$ cat src/rtl/mips_pkg.sv
// Shared decode types: opcode/funct encodings, control bundle and ALU op select.
package mips_pkg;

    localparam logic [5:0] OP_RTYPE = 6'h00;
    localparam logic [5:0] OP_LW    = 6'h23;
    localparam logic [5:0] OP_SW    = 6'h2B;
    localparam logic [5:0] OP_BEQ   = 6'h04;
    localparam logic [5:0] OP_BNE   = 6'h05;
    localparam logic [5:0] OP_ADDI  = 6'h08;

    localparam logic [5:0] FUNCT_ADD = 6'h20;
    localparam logic [5:0] FUNCT_SUB = 6'h22;

    typedef enum logic [1:0] {
        ALU_ADD   = 2'd0,
        ALU_SUB   = 2'd1,
        ALU_RTYPE = 2'd2
    } aluop_e;

    typedef struct packed {
        logic   regwrite;
        logic   memread;
        logic   memwrite;
        logic   alusrc;
        logic   memtoreg;
        aluop_e aluop;
    } ctrl_t;

    localparam ctrl_t NOP_CTRL = '{regwrite: 1'b0, memread: 1'b0, memwrite: 1'b0,
                                   alusrc: 1'b0, memtoreg: 1'b0, aluop: ALU_ADD};

endpackage

$ cat src/rtl/decode_stage_main_control.sv
// Main control: purely combinational opcode -> control bundle, flags unknown opcodes.
module main_control
    import mips_pkg::*;
(
    input  logic [5:0] opcode,
    output ctrl_t      ctrl,
    output logic       illegal
);

    // Opcode decode; unsupported opcodes fall through to an all-zero nop.
    always_comb begin
        ctrl    = NOP_CTRL;
        illegal = 1'b0;
        case (opcode)
            OP_RTYPE: begin
                ctrl.regwrite = 1'b1;
                ctrl.aluop    = ALU_RTYPE;
            end
            OP_LW: begin
                ctrl.regwrite = 1'b1;
                ctrl.memread  = 1'b1;
                ctrl.alusrc   = 1'b1;
                ctrl.memtoreg = 1'b1;
            end
            OP_SW: begin
                ctrl.memwrite = 1'b1;
                ctrl.alusrc   = 1'b1;
            end
            OP_BEQ, OP_BNE: begin
                ctrl.aluop = ALU_SUB;
            end
            OP_ADDI: begin
                ctrl.regwrite = 1'b1;
                ctrl.alusrc   = 1'b1;
            end
            default: illegal = 1'b1;
        endcase
    end

endmodule

$ cat src/rtl/decode_stage.sv
// ID stage: IF/ID register, control decode, in-ID branch resolution, load-use and
// branch-operand hazard stall, and the ID/EX register feeding execute.
module decode_stage
    import mips_pkg::*;
#(
    parameter int WIDTH  = 32,
    parameter int REG_AW = 5
) (
    input  logic              clk,
    input  logic              rst,
    input  logic [WIDTH-1:0]  instr,
    input  logic [WIDTH-1:0]  pc,
    output logic [REG_AW-1:0] rs_addr,
    output logic [REG_AW-1:0] rt_addr,
    input  logic [WIDTH-1:0]  rs_data,
    input  logic [WIDTH-1:0]  rt_data,
    output logic              branch,
    output logic              zero,
    output logic [WIDTH-1:0]  branchTargetAddr,
    output logic              stall,
    output logic              idex_valid,
    output ctrl_t             idex_ctrl,
    output logic [WIDTH-1:0]  idex_rs_data,
    output logic [WIDTH-1:0]  idex_rt_data,
    output logic [WIDTH-1:0]  idex_imm,
    output logic [REG_AW-1:0] idex_dst,
    output logic [5:0]        idex_funct,
    output logic              illegal
);

    logic [WIDTH-1:0]  if_id_instr;
    logic [WIDTH-1:0]  if_id_pc;
    logic              if_id_valid;

    logic [5:0]        opcode;
    logic [REG_AW-1:0] rs, rt, rd, dst;
    logic [15:0]       imm16;
    logic [WIDTH-1:0]  imm_ext;
    ctrl_t             ctrl_dec, ctrl_id;
    logic              illegal_dec;
    logic              is_branch, reads_rt, load_use, branch_haz, cond, flush;

    assign opcode  = if_id_instr[31:26];
    assign rs      = if_id_instr[25:21];
    assign rt      = if_id_instr[20:16];
    assign rd      = if_id_instr[15:11];
    assign imm16   = if_id_instr[15:0];
    assign imm_ext = {{(WIDTH-16){imm16[15]}}, imm16};
    assign rs_addr = rs;
    assign rt_addr = rt;

    main_control u_main_control (
        .opcode  (opcode),
        .ctrl    (ctrl_dec),
        .illegal (illegal_dec)
    );

    // Hazard detection and branch resolution; a bubble in IF/ID drives everything low.
    always_comb begin
        ctrl_id    = if_id_valid ? ctrl_dec : NOP_CTRL;
        dst        = (opcode == OP_RTYPE) ? rd : rt;
        is_branch  = if_id_valid && (opcode == OP_BEQ || opcode == OP_BNE);
        reads_rt   = opcode == OP_RTYPE || opcode == OP_SW ||
                     opcode == OP_BEQ   || opcode == OP_BNE;
        load_use   = idex_valid && idex_ctrl.memread && idex_dst != '0 &&
                     (idex_dst == rs || (reads_rt && idex_dst == rt));
        // No forwarding into ID compare: any in-flight writer of a branch operand stalls.
        branch_haz = is_branch && idex_valid && idex_ctrl.regwrite && idex_dst != '0 &&
                     (idex_dst == rs || idex_dst == rt);
        stall      = if_id_valid && (load_use || branch_haz);
        branch     = is_branch && !stall;
        cond       = (opcode == OP_BEQ) ? (rs_data == rt_data) : (rs_data != rt_data);
        zero       = branch && cond;
        flush      = branch && zero;
        illegal    = if_id_valid && illegal_dec;
        branchTargetAddr = if_id_pc + WIDTH'(4) + (imm_ext << 2);
    end

    // IF/ID: hold on stall, squash the fall-through instruction on a taken branch.
    always_ff @(posedge clk) begin
        if (rst) begin
            if_id_instr <= '0;
            if_id_pc    <= '0;
            if_id_valid <= 1'b0;
        end else if (stall) begin
            if_id_instr <= if_id_instr;
        end else if (flush) begin
            if_id_instr <= '0;
            if_id_pc    <= '0;
            if_id_valid <= 1'b0;
        end else begin
            if_id_instr <= instr;
            if_id_pc    <= pc;
            if_id_valid <= 1'b1;
        end
    end

    // ID/EX: decoded fields, or an all-zero bubble while the stall holds IF/ID.
    always_ff @(posedge clk) begin
        if (rst || stall) begin
            idex_valid   <= 1'b0;
            idex_ctrl    <= NOP_CTRL;
            idex_rs_data <= '0;
            idex_rt_data <= '0;
            idex_imm     <= '0;
            idex_dst     <= '0;
            idex_funct   <= '0;
        end else begin
            idex_valid   <= if_id_valid;
            idex_ctrl    <= ctrl_id;
            idex_rs_data <= rs_data;
            idex_rt_data <= rt_data;
            idex_imm     <= imm_ext;
            idex_dst     <= dst;
            idex_funct   <= if_id_instr[5:0];
        end
    end

endmodule

$ cat config.mk
export PLATFORM = sky130hd
export DESIGN_NAME = decode_stage
export DESIGN_NICKNAME = d
export VERILOG_FILES = /design/src/rtl/mips_pkg.sv /design/src/rtl/decode_stage_main_control.sv /design/src/rtl/decode_stage.sv
export SDC_FILE = /design/constraint.sdc
export NUM_CORES = 1
export LEC_CHECK = 0
export CAP_MARGIN = 20
export CORE_AREA = 2 2 128 179
export DETAILED_ROUTE_END_ITERATION = 16
export DIE_AREA = 0 0 130 181
export PLACE_DENSITY = 0.65
export SLEW_MARGIN = 5
export SYNTH_ARGS = -nofsm -noshare
export SYNTH_HDL_FRONTEND = slang
export SYNTH_SLANG_ARGS = --single-unit
$ cat constraint.sdc
create_clock -name clk -period 9 [get_ports clk]
set_clock_uncertainty 0.1 [all_clocks]
set_input_delay 1.35 -clock clk [delete_from_list [all_inputs] [get_ports clk]]
set_output_delay 1.35 -clock clk [all_outputs]
set_load 0.02 [all_outputs]
==> results of run 1 <==
==> sequential cells by signal (all words and copies together), names as in the netlist <==
name	flops
idex_rs_data	32
idex_rt_data	32
if_id_instr	32
if_id_pc	32
idex_imm	16
idex_ctrl	6
idex_dst	5
idex_valid	1
if_id_valid	1
==> layout make-up <==
class	instances	area, sq um
Clock inverter	10	184
Tap cell	297	372
Multi-Input combinational cell	546	3890
Antenna cell	1	2.50
Fill cell	2092	10800
Sequential cell	157	3140
Clock buffer	22	464
Timing Repair Buffer	296	2940
Inverter	15	56.3
==> critical path, delay by kind of cell (launching register included) <==
kind	cells	cell delay, ns
AND/OR/NAND/NOR	1	0.08
XOR/XNOR	1	0.17
flip-flops	1	0.42
AO/OA/AOI/OAI	5	1.69
adder cells (fa/ha/maj)	2	0.65
buffers and inverters	1	0.63
==> kinds of logic after synthesis <==
| kind of cell | Yosys count | share of synthesized area (%) |
|---|---|---|
| fa+ha+maj | 58 | 9.72 |
| compound gates | 167 | 16.5 |
| simple gates | 250 | 17.0 |
| buf+inv | 82 | 6.79 |
| xor+xnor | 66 | 7.67 |
| mux | 5 | 0.664 |
| flops | 157 | 41.7 |
==> layer usage <==
| layer | vias up | routed length, um | global-route usage (%) |
|---|---|---|---|
| met5 | - | 16 | 0 |
| met4 | 2 | 563 | 7.27 |
| met3 | 25 | 1550 | 5.42 |
| met1 | 3018 | 8790 | 20.6 |
| met2 | 214 | 11900 | 35.1 |
| li1 | 3216 | - | - |
==> power by group through the flow <==
stage / Clock (uW) / Sequential [uW] / Combinational [uW]
global route: 844 / 761 / 456
global placement: 0 / 771 / 422
CTS: 817 / 757 / 425
finish: 796 / 756 / 421
floorplan: 0 / 792 / 205
detailed placement: 0 / 772 / 422
==> stage by stage <==
stage | total power [uW] | instances | setup slack (ns)
6_report | 1970 | 1344 | 3.49
5_1_grt | 2060 | 1344 | 3.21
4_1_cts | 2000 | 1343 | 3.45
3_5_place_dp | 1190 | 1311 | 3.85
3_3_place_gp | 1190 | 1311 | 3.86
2_1_floorplan | 997 | 785 | 4.66
==> Yosys cell counts, types with 2 or more instances <==
cell type    n
dfxtp_1    157
nor2_1      91
and2_1      81
ha_1        57
xnor2_1     55
a22oi_1     54
buf_4       40
a21oi_1     34
clkbuf_1    18
nand2_1     17
inv_1       14
nand3_1     14
o21ai_0     14
a21o_1      11
xor2_1      11
a22oi_2     10
nand4_1     10
nor3_1      10
and3_1       8
buf_6        7
o21a_1       7
a211oi_1     5
mux2i_1      5
nand2b_1     5
o211ai_1     5
o21bai_1     5
a211o_1      4
nor2b_1      3
o31ai_1      3
nor4_2       2
or3_1        2
==> path summary, 6_finish.rpt <==
| kind | startpoint | to | depth (start not counted) | slack, ns |
|---|---|---|---|---|
| setup / recovery | if_id_instr[11]$_SDFFE_PP0N_ | branchTargetAddr[28] | 10 | 3.49 |
| setup reg to reg | if_id_instr[31]$_SDFFE_PP0N_ | idex_rs_data[31]$_SDFF_PP0_ | 9 | 5.66 |
| hold reg to reg | if_id_instr[0]$_SDFFE_PP0N_ | idex_imm[0]$_SDFF_PP0_ | 2 | 0.37 |
| hold / removal | if_id_instr[0]$_SDFFE_PP0N_ | idex_imm[0]$_SDFF_PP0_ | 2 | 0.37 |
==> results.sh, run 1 <==
export IMPL_status="finished, final reports clean"
export IMPL_stdcell_area_sq_um=11100
export IMPL_start_kind="flip-flop"
export IMPL_dieArea_sq_um=23500
export IMPL_die_y_um=181
export IMPL_layout_common_cells="289 x clkdlybuf4s50_1, 157 x dfxtp_1, 91 x nor2_1, 81 x and2_1, 57 x ha_1"
export IMPL_portBuffers=290
export IMPL_internal_power_uw=1460
export IMPL_dpl_hpwl_um=17200
export IMPL_synth_edf_count=0
export IMPL_ios=291
export IMPL_clock_latency_ns=0.43
export IMPL_syn_to_final_growth_pct=46.6
export IMPL_ys_seq_area_share_pct=41.7
export IMPL_power_leakage_uw=0.00466
export IMPL_coreArea_sq_um=21900
export IMPL_power_frac_comb_pct=21.3
export IMPL_ir_drop_uv=134
export IMPL_grt_ovfl_total=0
export IMPL_slowest_stage="clkdlybuf4s50_1"
export IMPL_dpl_instance_area_sq_um=10400
export IMPL_synth_area_leaders="dfxtp_1 42%, ha_1 9.5%, and2_1 6.7%, xnor2_1 6.4%, a22oi_1 5.4%"
export IMPL_postCtsHoldBufs=0
export IMPL_max_freq_ghz=0.181
export IMPL_yosys_area_top_type="dfxtp_1"
export IMPL_max_stage_delay_ns=0.63
export IMPL_max_cap_violations=0
export IMPL_routed_wl_um=22800
export IMPL_p_sw_share_pct=26.2
export IMPL_relSlewSlack_pct=45.2
export IMPL_grt_pass1_wl_um=34400
export IMPL_grt_max_degree=68
export IMPL_finalHoldViolCount=0
export IMPL_critPathKind="flip-flop to output pin"
export IMPL_via_count=6475
export IMPL_syn_nets=973
export IMPL_seq_power_share_pct=38.3
export IMPL_period_share_pct=61.2
export IMPL_power_density_nw_per_um2=178
export IMPL_worst_pin_slew_ns=0.822
export IMPL_synthCells=785
export IMPL_cts_root_buf="clkbuf_16"
export IMPL_rows=64
export IMPL_die_w_um=130
export IMPL_cts_clk_slew_worst_paths_ns=0.06
export IMPL_arrival_ns=4.06
export IMPL_track_usage_pct=19.2
export IMPL_path_cells="ha_1 -> ha_1 -> a21oi_1 -> o21a_1 -> nand3_1 -> o21ai_0 -> o21ai_0 -> a211oi_1 -> xnor2_1 -> clkdlybuf4s50_1"
export IMPL_cts_setup_buffers=0
export IMPL_yosysTopAreaCellShare_pct=41.7
export IMPL_postLayoutCoreUtil_pct=50.6
export IMPL_start_util_pct=34.5
export IMPL_drc=0
export IMPL_drv_slew=0
export IMPL_first_pass_iters=4
export IMPL_ys_ff_latch=157
export IMPL_final_antenna_net_count=0
export IMPL_grt_pass1_vias=6315
export IMPL_gp_congestion=0.873
export IMPL_synth_area_per_cell_sq_um=9.61
export IMPL_layout_commonest_cell="clkdlybuf4s50_1"
export IMPL_syn_area_sq_um=7540
export IMPL_endpoint_kind="output pin"
export IMPL_switching_power_uw=518
export IMPL_cp_max_fo=6
export IMPL_drt_iter0_markers=222
export IMPL_ys_types=57
export IMPL_wl_per_cell_um=16.9
export IMPL_drive_gt1_share_pct=5.26
export IMPL_async_reset_ff_share_pct=0
export IMPL_clk_path_buf_depth=2
export IMPL_setup_viol=0
export IMPL_cts_resized=0
export IMPL_critPathRequiredTime_ns=7.55
export IMPL_fin_tns_setup_ns=0
export IMPL_clock_sink_count=157
export IMPL_cts_htree_levels=4
export IMPL_period_minus_slack_ns=5.51
export IMPL_via_per_inst=4.82
export IMPL_fin_nets=1221
export IMPL_hold_path_class="flip-flop to flip-flop"
export IMPL_yosysWarnings=0
export IMPL_cts_made_buffers=17
export IMPL_cts_tree="yes"
export IMPL_antenna_found_initial=2
export IMPL_hold_ws_ns=0.367
export IMPL_ys_flop_type="dfxtp_1"
export IMPL_rsz0062_at_grt="no"
export IMPL_clkPwrFrac_pct=40.3
No activity file was read; power rests on OpenSTA's default activity.
==> run 2, diff against run 1 <==
--- a/config.mk
+++ b/config.mk
@@ -9,7 +9,7 @@
 export CORE_AREA = 2 2 128 179
 export DETAILED_ROUTE_END_ITERATION = 16
 export DIE_AREA = 0 0 130 181
-export PLACE_DENSITY = 0.65
+export PLACE_DENSITY = 0.68
 export SLEW_MARGIN = 5
 export SYNTH_ARGS = -nofsm -noshare
 export SYNTH_HDL_FRONTEND = slang
==> constraint.sdc (replaced) <==
create_clock -name clk -period 4.7 [get_ports clk]
set_clock_uncertainty 0.1 [all_clocks]
set_input_delay 0.705 -clock clk [delete_from_list [all_inputs] [get_ports clk]]
set_output_delay 0.705 -clock clk [all_outputs]
set_load 0.02 [all_outputs]
==> results.sh, run 2 (synthesis results as in run 1) <==
export IMPL_wl_per_cell_um=16.6
export IMPL_layout_common_cells="282 x clkdlybuf4s50_1, 157 x dfxtp_1, 91 x nor2_1, 81 x and2_1, 57 x ha_1"
export IMPL_ios=291
export IMPL_cts_tree="yes"
export IMPL_drt_iter0_markers=210
export IMPL_via_per_inst=4.82
export IMPL_setup_slack_ns=0.181
export IMPL_routed_wl_um=22300
export IMPL_start_kind="flip-flop"
export IMPL_grt_max_degree=77
export IMPL_grt_pass1_wl_um=33600
export IMPL_reg2reg_depth=10
export IMPL_cts_clk_slew_worst_paths_ns=0.06
export IMPL_finalHoldViolCount=0
export IMPL_cts_root_buf="clkbuf_16"
export IMPL_num_fill_cells=2070
export IMPL_setup_viol=0
export IMPL_via_count=6493
export IMPL_dpl_hpwl_um=17400
export IMPL_clock_latency_ns=0.43
export IMPL_rows=64
export IMPL_status="finished, final reports clean"
export IMPL_rsz0062_at_grt="no"
export IMPL_dieArea_sq_um=23500
export IMPL_final_antenna_net_count=0
export IMPL_r2r_start="if_id_instr[29]$_SDFFE_PP0N_"
export IMPL_arrival_ns=3.71
export IMPL_portBuffers=290
export IMPL_drc=0
export IMPL_syn_to_final_growth_pct=46.8
export IMPL_max_cap_violations=0
export IMPL_relSlewSlack_pct=51.4
export IMPL_startpoint="if_id_instr[1]$_SDFFE_PP0N_"
export IMPL_critPathRequiredTime_ns=3.89
export IMPL_antenna_found_initial=2
export IMPL_clock_sink_count=157
export IMPL_die_w_um=130
export IMPL_power_density_nw_per_um2=334
export IMPL_endpoint_kind="output pin"
export IMPL_max_freq_ghz=0.221
export IMPL_drv_slew=0
export IMPL_period_minus_slack_ns=4.52
export IMPL_layout_commonest_cell="clkdlybuf4s50_1"
export IMPL_first_pass_iters=4
export IMPL_hold_path_class="flip-flop to flip-flop"
export IMPL_track_usage_pct=18.7
export IMPL_die_y_um=181
export IMPL_hold_ws_ns=0.376
export IMPL_power_leakage_uw=0.00471
export IMPL_worst_pin_slew_ns=0.728
export IMPL_cp_max_fo=3
export IMPL_setup_worst_path_end="branchTargetAddr[31]"
export IMPL_critPathKind="flip-flop to output pin"
export IMPL_ir_drop_uv=252
export IMPL_period_share_pct=96.2
export IMPL_finalPower_uw=3700
export IMPL_cts_htree_levels=4
export IMPL_r2r_end="idex_ctrl[4]$_SDFF_PP0_"
export IMPL_coreArea_sq_um=21900
export IMPL_grt_pass1_vias=6414
export IMPL_rrSetupSlack_ns=1.79
export IMPL_grt_ovfl_total=0
export IMPL_place_ws_ns=0.227
export IMPL_hp_start="if_id_instr[0]$_SDFFE_PP0N_"
export IMPL_drive_gt1_share_pct=5.82
export IMPL_gp_congestion=0.867
export IMPL_fin_tns_setup_ns=0
export IMPL_start_util_pct=34.5
export IMPL_cts_made_buffers=17
export IMPL_clk_path_buf_depth=2
export IMPL_fin_nets=1224
[run 2: changes by cell type in the layout (fill, tap and decap cells not counted), moves of 2 or more]
cell | before | now
clkdlybuf4s50_1 | 289 | 282
dlygate4sd2_1 | 0 | 2
a21oi_1 | 34 | 32
a21oi_2 | 0 | 2
dlymetal6s2s_1 | 0 | 4
buf_4 | 6 | 9
[run 2: layout make-up]
cell class | count | area (sq um) | area share, %
timing repair buffer | 299 | 2970 | 26.9
inverter | 15 | 56.3 | 0.509
tap | 297 | 372 | 3.36
clock buffer | 22 | 454 | 4.10
antenna | 1 | 2.50 | 0.0226
clock inverter | 10 | 163 | 1.47
sequential | 157 | 3140 | 28.4
multi-input combinational | 546 | 3910 | 35.3
[run 2: worst min path at each step]
stage,to,depth (start not counted)
2_1_floorplan,idex_imm[0]$_SDFF_PP0_,2
3_3_place_gp,idex_imm[0]$_SDFF_PP0_,2
3_5_place_dp,idex_imm[0]$_SDFF_PP0_,2
4_1_cts,idex_imm[0]$_SDFF_PP0_,2
5_1_grt,idex_imm[0]$_SDFF_PP0_,2
6_report,idex_imm[0]$_SDFF_PP0_,2
[run 2: routing by layer]
metal | track usage, % | wire length (um) | vias to the layer above | part of all wire [%]
met3 | 5.27 | 1610 | 25 | 7.2
met4 | 6.41 | 384 | 2 | 1.7
met1 | 19.8 | 8570 | 3021 | 38
met2 | 34.7 | 11700 | 224 | 53
met5 | 0 | 16 | - | 0.072
li1 | - | - | 3221 | -
[run 2: metrics by stage]
stage,std cells,cell area (sq um),utilization [%]
floorplan,785,7540,-
global route,1346,11100,50.6
global placement,1314,10400,47.7
finish,1347,11100,50.6
detailed placement,1314,10400,47.7
CTS,1346,11000,50.5
[run 2: critical path: stages, from the launching register on]
cell             delay (ns)
dfxtp_1                0.32
ha_1                   0.30
ha_1                   0.24
fa_1                   0.43
a211oi_1               0.27
o211ai_1               0.21
a211oi_2               0.31
o31ai_1                0.21
a211o_1                0.34
a21oi_1                0.18
xnor2_1                0.15
clkdlybuf4s15_1        0.33
[run 2: where the power goes]
part / switching, uW / internal [uW]
Clock: 544 / 903
Sequential: 44.3 / 1400
Combinational: 392 / 410
[run 2: repair_timing]
item	CTS	global route
hold buffers	0	0
cloned	0	0
gates resized for setup	5	8
hold endpoints to repair	0	0
pin swaps	0	0
endpoints found under the setup margin	6	7
buffers inserted	0	0
